<file path="src/rtl/id_ex_stage_pkg.sv">
// rtl/id_ex_stage_pkg.sv - shared widths, control field layout and ALU encodings for the ID/EX stage
package id_ex_stage_pkg;

    localparam int WORD_LEN = 32;
    localparam int RA_LEN   = 5;

    // Control bit positions measured from the top of the alu_ctrl field.
    localparam int CTRL_EXT_ZERO  = 0;
    localparam int CTRL_REG_DST   = 1;
    localparam int CTRL_ALU_SRC   = 2;
    localparam int CTRL_MEM_WRITE = 3;
    localparam int CTRL_MEM_TO_REG = 4;
    localparam int CTRL_REG_WRITE = 5;

    typedef enum logic [2:0] {
        ALU_AND = 3'b000,
        ALU_OR  = 3'b001,
        ALU_ADD = 3'b010,
        ALU_SUB = 3'b110,
        ALU_SLT = 3'b111
    } alu_op_e;

    function automatic logic [WORD_LEN-1:0] extend_imm(input logic [15:0] imm, input logic zero_ext);
        extend_imm = zero_ext ? {16'b0, imm} : {{16{imm[15]}}, imm};
    endfunction

endpackage

</file>
<file path="src/rtl/id_ex_stage_operand_bypass.sv">
// rtl/id_ex_stage_operand_bypass.sv - regfile write-port compare and operand select
module operand_bypass
    import id_ex_stage_pkg::*;
(
    input  logic                wb_we,
    input  logic [RA_LEN-1:0]   wb_wa,
    input  logic [WORD_LEN-1:0] wb_wd,
    input  logic [RA_LEN-1:0]   ra,
    input  logic [WORD_LEN-1:0] rdata,
    output logic [WORD_LEN-1:0] data
);

    logic hit;

    // r0 is hardwired, so a write aimed at it must never leak into an operand.
    assign hit  = wb_we && (wb_wa == ra) && (ra != '0);
    assign data = hit ? wb_wd : rdata;

endmodule

</file>
<file path="src/rtl/id_ex_stage.sv">
// rtl/id_ex_stage.sv - ID/EX pipeline register with write bypass, load-use hazard and bubble counting
module id_ex_stage
    import id_ex_stage_pkg::*;
#(
    parameter int CNT_W  = 16,
    parameter int ALUC_W = 3
) (
    input  logic                  clk,
    input  logic                  reset,
    input  logic                  stall,
    input  logic                  flush,
    input  logic                  id_valid,
    input  logic [RA_LEN-1:0]     id_rs,
    input  logic [RA_LEN-1:0]     id_rt,
    input  logic [RA_LEN-1:0]     id_rd,
    input  logic [WORD_LEN-1:0]   id_rd1,
    input  logic [WORD_LEN-1:0]   id_rd2,
    input  logic [15:0]           id_imm,
    input  logic [6+ALUC_W-1:0]   id_ctrl,
    input  logic                  wb_we,
    input  logic [RA_LEN-1:0]     wb_wa,
    input  logic [WORD_LEN-1:0]   wb_wd,
    output logic                  ex_valid,
    output logic [RA_LEN-1:0]     ex_rs,
    output logic [RA_LEN-1:0]     ex_rt,
    output logic [RA_LEN-1:0]     ex_rd,
    output logic [WORD_LEN-1:0]   ex_a,
    output logic [WORD_LEN-1:0]   ex_b,
    output logic [WORD_LEN-1:0]   ex_imm,
    output logic [6+ALUC_W-1:0]   ex_ctrl,
    output logic                  hazard,
    output logic [CNT_W-1:0]      bubble_cnt
);

    localparam int BIT_REG_WRITE  = ALUC_W + CTRL_REG_WRITE;
    localparam int BIT_MEM_TO_REG = ALUC_W + CTRL_MEM_TO_REG;
    localparam int BIT_EXT_ZERO   = ALUC_W + CTRL_EXT_ZERO;

    logic [RA_LEN-1:0]   ra_a, ra_b;
    logic [WORD_LEN-1:0] src_a, src_b;
    logic [WORD_LEN-1:0] byp_a, byp_b;
    logic                bubble;

    // While held, the muxes look at the EX copy so a writeback refreshes it in place.
    assign ra_a  = stall ? ex_rs : id_rs;
    assign ra_b  = stall ? ex_rt : id_rt;
    assign src_a = stall ? ex_a  : id_rd1;
    assign src_b = stall ? ex_b  : id_rd2;

    operand_bypass u_byp_a (
        .wb_we (wb_we),
        .wb_wa (wb_wa),
        .wb_wd (wb_wd),
        .ra    (ra_a),
        .rdata (src_a),
        .data  (byp_a)
    );

    operand_bypass u_byp_b (
        .wb_we (wb_we),
        .wb_wa (wb_wa),
        .wb_wd (wb_wd),
        .ra    (ra_b),
        .rdata (src_b),
        .data  (byp_b)
    );

    assign hazard = ex_valid && ex_ctrl[BIT_MEM_TO_REG] && ex_ctrl[BIT_REG_WRITE] &&
                    (ex_rt != '0) && id_valid && ((id_rs == ex_rt) || (id_rt == ex_rt));

    assign bubble = flush || (!stall && hazard);

    always_ff @(posedge clk) begin
        if (reset) begin
            ex_valid   <= 1'b0;
            ex_rs      <= '0;
            ex_rt      <= '0;
            ex_rd      <= '0;
            ex_a       <= '0;
            ex_b       <= '0;
            ex_imm     <= '0;
            ex_ctrl    <= '0;
            bubble_cnt <= '0;
        end else if (bubble) begin
            ex_valid <= 1'b0;
            ex_rs    <= '0;
            ex_rt    <= '0;
            ex_rd    <= '0;
            ex_a     <= '0;
            ex_b     <= '0;
            ex_imm   <= '0;
            ex_ctrl  <= '0;
            if (bubble_cnt != '1)
                bubble_cnt <= bubble_cnt + CNT_W'(1);
        end else if (stall) begin
            ex_a <= byp_a;
            ex_b <= byp_b;
        end else begin
            ex_valid <= id_valid;
            ex_rs    <= id_rs;
            ex_rt    <= id_rt;
            ex_rd    <= id_rd;
            ex_a     <= byp_a;
            ex_b     <= byp_b;
            ex_imm   <= extend_imm(id_imm, id_ctrl[BIT_EXT_ZERO]);
            ex_ctrl  <= id_valid ? id_ctrl : '0;
        end
    end

endmodule

</file>
<file path="config.mk">
export PLATFORM = sky130hd
export DESIGN_NAME = id_ex_stage
export DESIGN_NICKNAME = d
export VERILOG_FILES = /design/src/rtl/id_ex_stage_pkg.sv /design/src/rtl/id_ex_stage_operand_bypass.sv /design/src/rtl/id_ex_stage.sv
export SDC_FILE = /design/constraint.sdc
export NUM_CORES = 1
export LEC_CHECK = 0
export CAP_MARGIN = 20
export CORE_MARGIN = 2
export CORE_UTILIZATION = 36
export DETAILED_ROUTE_END_ITERATION = 6
export PLACE_DENSITY = 0.83
export SYNTH_ARGS = -nofsm -noshare
export SYNTH_HDL_FRONTEND = slang
export SYNTH_SLANG_ARGS = --single-unit
</file>
<file path="constraint.sdc">
create_clock -name clk -period 2.13 [get_ports clk]
set_input_delay 0.213 -clock clk [delete_from_list [all_inputs] [get_ports clk]]
set_output_delay 0.213 -clock clk [all_outputs]
set_load 0.02 [all_outputs]
</file>
==> results of run 1 <==
-- flip-flops by register name, summed over array words and instances, names as in the netlist --
| signal | cells |
|---|---|
| ex_a | 32 |
| ex_rd | 5 |
| bubble_cnt | 16 |
| ex_rt | 5 |
| ex_ctrl | 9 |
| ex_b | 32 |
| ex_valid | 1 |
| ex_imm | 17 |
| ex_rs | 5 |
-- what timing repair did --
action / in CTS / in global routing
setup endpoints to repair: 63 / 25
setup buffers: 1 / 0
gates cloned: 1 / 1
pin swaps: 2 / 2
gates resized for setup: 10 / 9
-- where the power goes --
group          total [mW]  internal, mW  switching, mW
logic               0.967         0.549          0.418
registers            2.40          2.36         0.0485
clock network        2.82          1.78           1.04
total                6.19          4.68           1.50
-- cell usage after synthesis (all sizes together) (2+ instances only) --
| library cell | number |
|---|---|
| nor4 | 6 |
| a22oi | 10 |
| dfxtp | 122 |
| and2 | 2 |
| inv | 5 |
| o21ai | 4 |
| mux2 | 5 |
| xor2 | 11 |
| nand3 | 4 |
| nor2 | 118 |
| o31ai | 8 |
| and3 | 6 |
| mux2i | 95 |
| buf | 33 |
| xnor2 | 7 |
| or4 | 12 |
| a21oi | 15 |
| a211oi | 65 |
| nand4 | 4 |
| nor2b | 5 |
| nand2 | 10 |
| nor3 | 4 |
| clkbuf | 26 |
| nor3b | 2 |
| and4 | 2 |
-- worst min-delay path by stage --
stage,startpoint,end,slack (ps),cells after the start
6_report,stall,ex_rs[4],220,3
5_1_grt,stall,ex_rs[0],230,3
4_1_cts,stall,ex_rs[4],190,3
3_5_place_dp,ex_valid,ex_valid,480,2
3_3_place_gp,ex_valid,ex_valid,470,2
2_1_floorplan,id_rt[2],ex_rt[2],360,2
-- kinds of logic after synthesis --
group | Yosys count | synth area share
AOI/OAI and AO/OA | 105 | 0.136
xor gates and xnor gates | 18 | 0.0285
adders and majority gates | 1 | 0.00226
buffers and inverters | 64 | 0.0591
DFF | 122 | 0.442
muxes | 100 | 0.182
and+or+nand+nor | 177 | 0.150
-- cell type report --
class / count / area (um^2)
Sequential cell: 122 / 2450
Fill cell: 1283 / 5720
Clock buffer: 21 / 460
Tap cell: 188 / 235
Inverter: 5 / 18.8
Timing Repair Buffer: 321 / 3220
Clock inverter: 11 / 121
Multi-Input combinational cell: 403 / 2870
-- critical path: stages, from the launching register on --
cell     delay (ps)
dfxtp_1         330
buf_4           140
xor2_1          140
nor2_1          130
a22oi_2         150
o31a_4          410
nor4_2          350
mux2_2          390
-- per-stage QoR --
| stage | setup slack, ps | total power [mW] |
|---|---|---|
| CTS | 0.262 | 6.24 |
| global route | -90.3 | 6.43 |
| floorplan | 39.6 | 2.85 |
| detailed placement | -326 | 3.40 |
| finish | -19.4 | 6.19 |
| global placement | -244 | 3.39 |
-- routing by layer --
layer | routed length [um] | global-route usage
met1 | 7390 | 0.252
met2 | 8800 | 0.365
met3 | 1440 | 0.0776
met4 | 327 | 0.0705
met5 | 0 | 0
==> impl_results.md, run 1 <==
- Min-Delay Path Class: in2reg
- Final wirelength: 17900 um
- Clock Path Buffers: 2
- Placed Area: just under 9000 um^2
- Cell Rows: 45
- CTS root buf: clkbuf_16
- Synth area leaders: dfxtp_1 (44%), mux2i_1 (17%), a211oi_1 (8.8%), nor2_1 (8.0%), buf_4 (2.2%)
- Most common cell after layout, fill and taps aside: clkdlybuf4s50_1
- Sequential area share after synthesis: 0.442
- Post-synth ARST share: 0
- Outcome: complete, but fails checks
- DIE WIDTH: roughly 130 um
- Failing checks: setup timing
- Most frequent cells in the layout: clkdlybuf4s50_1 (282), nor2_1 (118), dfxtp_1 (118)
- Worst path required time: around 2400 ps
- Dominant cell type by area after synthesis: dfxtp_1
- Initial antenna violation count: 0
- Later-pin clock latency in the skew report: ~410 ps
- Post-CTS Hold Buffers: 0
- First-pass GRT wire length: about 28000 um
- Nets@finish: between 1000 and 1500
- Total track usage: 0.215
- Hpwl dp: approximately 13000 um
- Crit path arrival time: between 2000 and 2500 ps
- Max-cap violations: 0
- Post-route ant nets: 0
- Fin. max-slew vios: 0
- Vias in the first global route: between 5000 and 6000
- Tmin final: 2150 ps
- Leakage power: around 3.7 nW
- Syn nets: 735
- Cells after Synth: 587
- Crit-path max FO: 7
- Synth top area share: 0.442
- Crit path from: ex_rt[0]
- Final WS setup: -19.4 ps
- Crit Path Category: reg2reg
- Post-synth EDFFs: 0
- Synthesis-to-layout area growth: 69.7%
- Pin count of the biggest net entering global routing: roughly 50
- Fmax: 465 MHz
- Post-route insts no fill: between 1000 and 1500
- Worst hold slack: ~220 ps
- Syn Area/Cell: 9.41 um^2
- Initial Util: 0.366
- Critical Path End Type: flop
- Total negative setup slack: -19.4 ps
- Vias per cell: a little over 5
- Commonest register cell after synthesis: dfxtp_1
- Post-layout util: 0.621
- Reg2Reg Depth: 7
- R2R Path Start: ex_rt[0]
- H-tree level count: 4
- Fin crit share: 1.01
- Core Area: between 15000 and 20000 um^2
- Final setup viols: 1
- Peak VDD IR: between 500 and 600 uV
- Synth Warn #: 0
- Diodes inserted: 0
- # IOs: 285
- Yosys cell types: 39
- Total die area: 16400 um^2
- First-pass DRT Iterations: 5
- CTS tree: yes
- Reg2Reg Setup Slack: -20 ps
- Setup crit end: bubble_cnt[10]
- Vert. Die Dim: ~130 um
- Port buffer count: approximately 280
- Setup crit start kind: flop
- Wire length per cell: between 15 and 20 um
- DR iter-0 viols: just under 300
- Global placement routability congestion: ~0.85
- Final Hold Fails: 0
- Dpl cells: 1036
- Synth Cell Area: 5520 um^2
- Grt total ovfl: 0
- RSZ-0062 raised after global routing: true
- Actual slew at the worst max-slew pin: between 800 and 900 ps
- CTS buffer count: 17
- Post-route cell area: 9370 um^2
- Rel. slew slack: 0.461
- Worst reg2reg endpoint: bubble_cnt[10]
- Share of layout cells above drive strength 1: 0.112
- DR vias: about 5400
- P per Cell Area: 660 nW/um^2
- Clk pin slew, worst setup/hold paths: roughly 50 ps
- Final clock skew: 9.63 ps
- Clock sinks: ~120
- Flops & latches, synth: ~120
- Residual DRC: 0
Power figures use the tool's default switching activity.
==> run 2: changes to the inputs <==
--- a/config.mk
+++ b/config.mk
@@ -5,11 +5,13 @@
 export SDC_FILE = /design/constraint.sdc
 export NUM_CORES = 1
 export LEC_CHECK = 0
-export CAP_MARGIN = 20
+export CAP_MARGIN = 10
 export CORE_MARGIN = 2
 export CORE_UTILIZATION = 36
 export DETAILED_ROUTE_END_ITERATION = 6
+export GPL_TIMING_DRIVEN = 0
 export PLACE_DENSITY = 0.83
+export SLEW_MARGIN = 10
 export SYNTH_ARGS = -nofsm -noshare
 export SYNTH_HDL_FRONTEND = slang
 export SYNTH_SLANG_ARGS = --single-unit
==> run 2 against run 1 <==
  * The flow now finishes without violations
  * Maximum frequency up 2.9%
  * Clock-buffer cell count decreased by 1
  * Power shrank 0.36%
  * Clock power barely moved
  * Die area did not move
  * Final cell count grew 2.0%
  * Utilization is 0.26 points lower
  * Clock skew increased by 3.8 ps
  * Wire length increased by 7.9%
  * Critical endpoint is now bubble_cnt[12]
  * Highest routed layer unchanged
==> impl_results.md, run 2 (same netlist as run 1, synthesis figures left out) <==
- H-tree level count: 4 (unchanged)
- CTS buffer count: 17 (unchanged)
- Synthesis-to-layout area growth: 69.0%
- Vert. Die Dim: 128 um (unchanged)
- Fin. max-slew vios: 0 (unchanged)
- Crit Path Category: reg2reg
- Residual DRC: 0 (unchanged)
- Area of the multi-input gates: 2850 um^2 (-0.65%)
- Setup crit start kind: flop
- Crit path arrival time: 2390 ps (-50 ps)
- Core Area: 15100 um^2 (unchanged)
- Global placement routability congestion: 0.903 (+6.4%)
- Clk pin slew, worst setup/hold paths: 50 ps (about the same)
- # fillers: 1279 (-0.31%)
- Diodes inserted: 0 (unchanged)
- DIE WIDTH: 128 um (unchanged)
- RSZ-0062 raised after global routing: true
- Post-route insts no fill: 1092 (+2.0%)
- Clock Path Buffers: 2 (unchanged)
- Placed Area: 8600 um^2 (-1.1%)
- Nets@finish: 1039 (+2.1%)
- Cell Rows: 45 (unchanged)
- Max-cap violations: 0 (unchanged)
- Initial Util: 0.366 (unchanged)
- Post-route cell area: 9340 um^2 (-0.41%)
- Later-pin clock latency in the skew report: 420 ps (about the same)
- Actual slew at the worst max-slew pin: 849 ps (+42.8 ps)
- Port buffer count: 283 (-0.35%)
- Most frequent cells in the layout: clkdlybuf4s50_1 (282), nor2_1 (118), dfxtp_1 (117)
- Biggest regs: ex_a: 32 flops, ex_b: 32 flops, ex_imm: 17 flops
- Peak VDD IR: 517 uV (-5.8%)
- DR vias: 5605 (+2.9%)
- Total track usage: 0.232 (+0.0169)
- Outcome: complete, no violations
- Fmax: 479 MHz (+2.9%)
- Crit-path max FO: 10 (+3)
- Total negative setup slack: 0 ps (+19.4 ps)
- Post-CTS Hold Buffers: 0 (unchanged)
- Most common cell after layout, fill and taps aside: clkdlybuf4s50_1
- Final Hold Fails: 0 (unchanged)
- First-pass GRT wire length: 29600 um (+7.2%)
- Final setup viols: 0 (-1)
- CTS root buf: clkbuf_16
- Leakage power: 3.67 nW (-0.58%)
- Final clock skew: 13.4 ps (+3.78 ps)
- Post-route ant nets: 0 (unchanged)
- Critical Path End Type: flop
- Clock sinks: 122 (unchanged)
- Worst path required time: 2430 ps (about the same)
- Total die area: 16400 um^2 (unchanged)
- CTS tree: yes
- P per Cell Area: 661 nW/um^2 (about the same)
- Pin count of the biggest net entering global routing: 18 (-63%)
- Dpl cells: 1058 (+2.1%)
- Share of layout cells above drive strength 1: 0.118 (+0.00625)
- Rel. slew slack: 0.434 (-0.0274)
- FF/Latch Area: 2450 um^2 (about the same)
- Hpwl dp: 14300 um (+11%)
- Min-Delay Path Class: in2reg
- Initial antenna violation count: 0 (unchanged)
- Vias per cell: 5.13 (+0.94%)
- DR iter-0 viols: 439 (+47%)
- Final wirelength: 19400 um (+7.9%)
- Wire length per cell: 17.7 um (+5.9%)
- Fin crit share: 0.981 (-0.0281)
- Tmin final: 2090 ps (-59.9 ps)
- Vias in the first global route: 5540 (+6.7%)
- First-pass DRT Iterations: 5 (unchanged)
- # IOs: 285 (unchanged)
- Grt total ovfl: 0 (unchanged)
-- run 2: final timing paths --
path	from	endpoint	slack [ps]	cells after the start
min	stall	ex_rt[1]	220	3
max	ex_rt[1]	bubble_cnt[12]	40	7
max reg2reg	ex_rt[1]	bubble_cnt[12]	40	7
min reg2reg	ex_valid	ex_valid	480	2
-- run 2: layer usage --
layer / global-route usage / vias to the layer above / part of all wire
met1: 0.277 / 2593 / 0.42
met4: 0.0937 / 0 / 0.021
li1: - / 2707 / -
met5: 0 / - / 0
met2: 0.396 / 267 / 0.48
met3: 0.0614 / 38 / 0.072
-- run 2: final cells by class --
type                            instances  area share
Clock inverter                         12      0.0134
Buffer                                 58      0.0374
Tap cell                              188      0.0252
Sequential cell                       122       0.263
Clock buffer                           20      0.0478
Multi-Input combinational cell        401       0.306
Inverter                                5     0.00201
Timing Repair Buffer                  286       0.306
-- run 2: what timing repair did --
item                                    CTS  global route
gates cloned                              0             0
resized for setup                        25            34
hold endpoints to repair                  0             0
setup buffers                             2             1
pin swaps                                 3             2
endpoints found under the setup margin  123            92
-- run 2: per-stage QoR --
stage          power (mW)  setup slack [ps]  hold WS, ps  utilization
2_1_floorplan        2.85              39.6          357            -
5_1_grt              6.38             -74.8          253        0.619
4_1_cts              6.21              12.9          190        0.613
3_3_place_gp         3.38              -745          468        0.570
3_5_place_dp         3.39              -773          473        0.570
6_report             6.17              40.5          219        0.619
-- run 2: report_power, final --
part           switching [mW]  leakage, nW  internal (mW)
sequential             0.0493        0.995           2.36
clock                    1.06        0.276           1.74
combinational           0.426         2.40          0.531
total                    1.54         3.67           4.63
-- run 2: worst max-delay path: stages, from the launching register on --
cell and delay (ps):
dfxtp_2 350, xor2_1 170, nor3_2 220, a22oi_2 130, o31a_4 310, buf_6 150
nor4_2 290, mux2_2 360
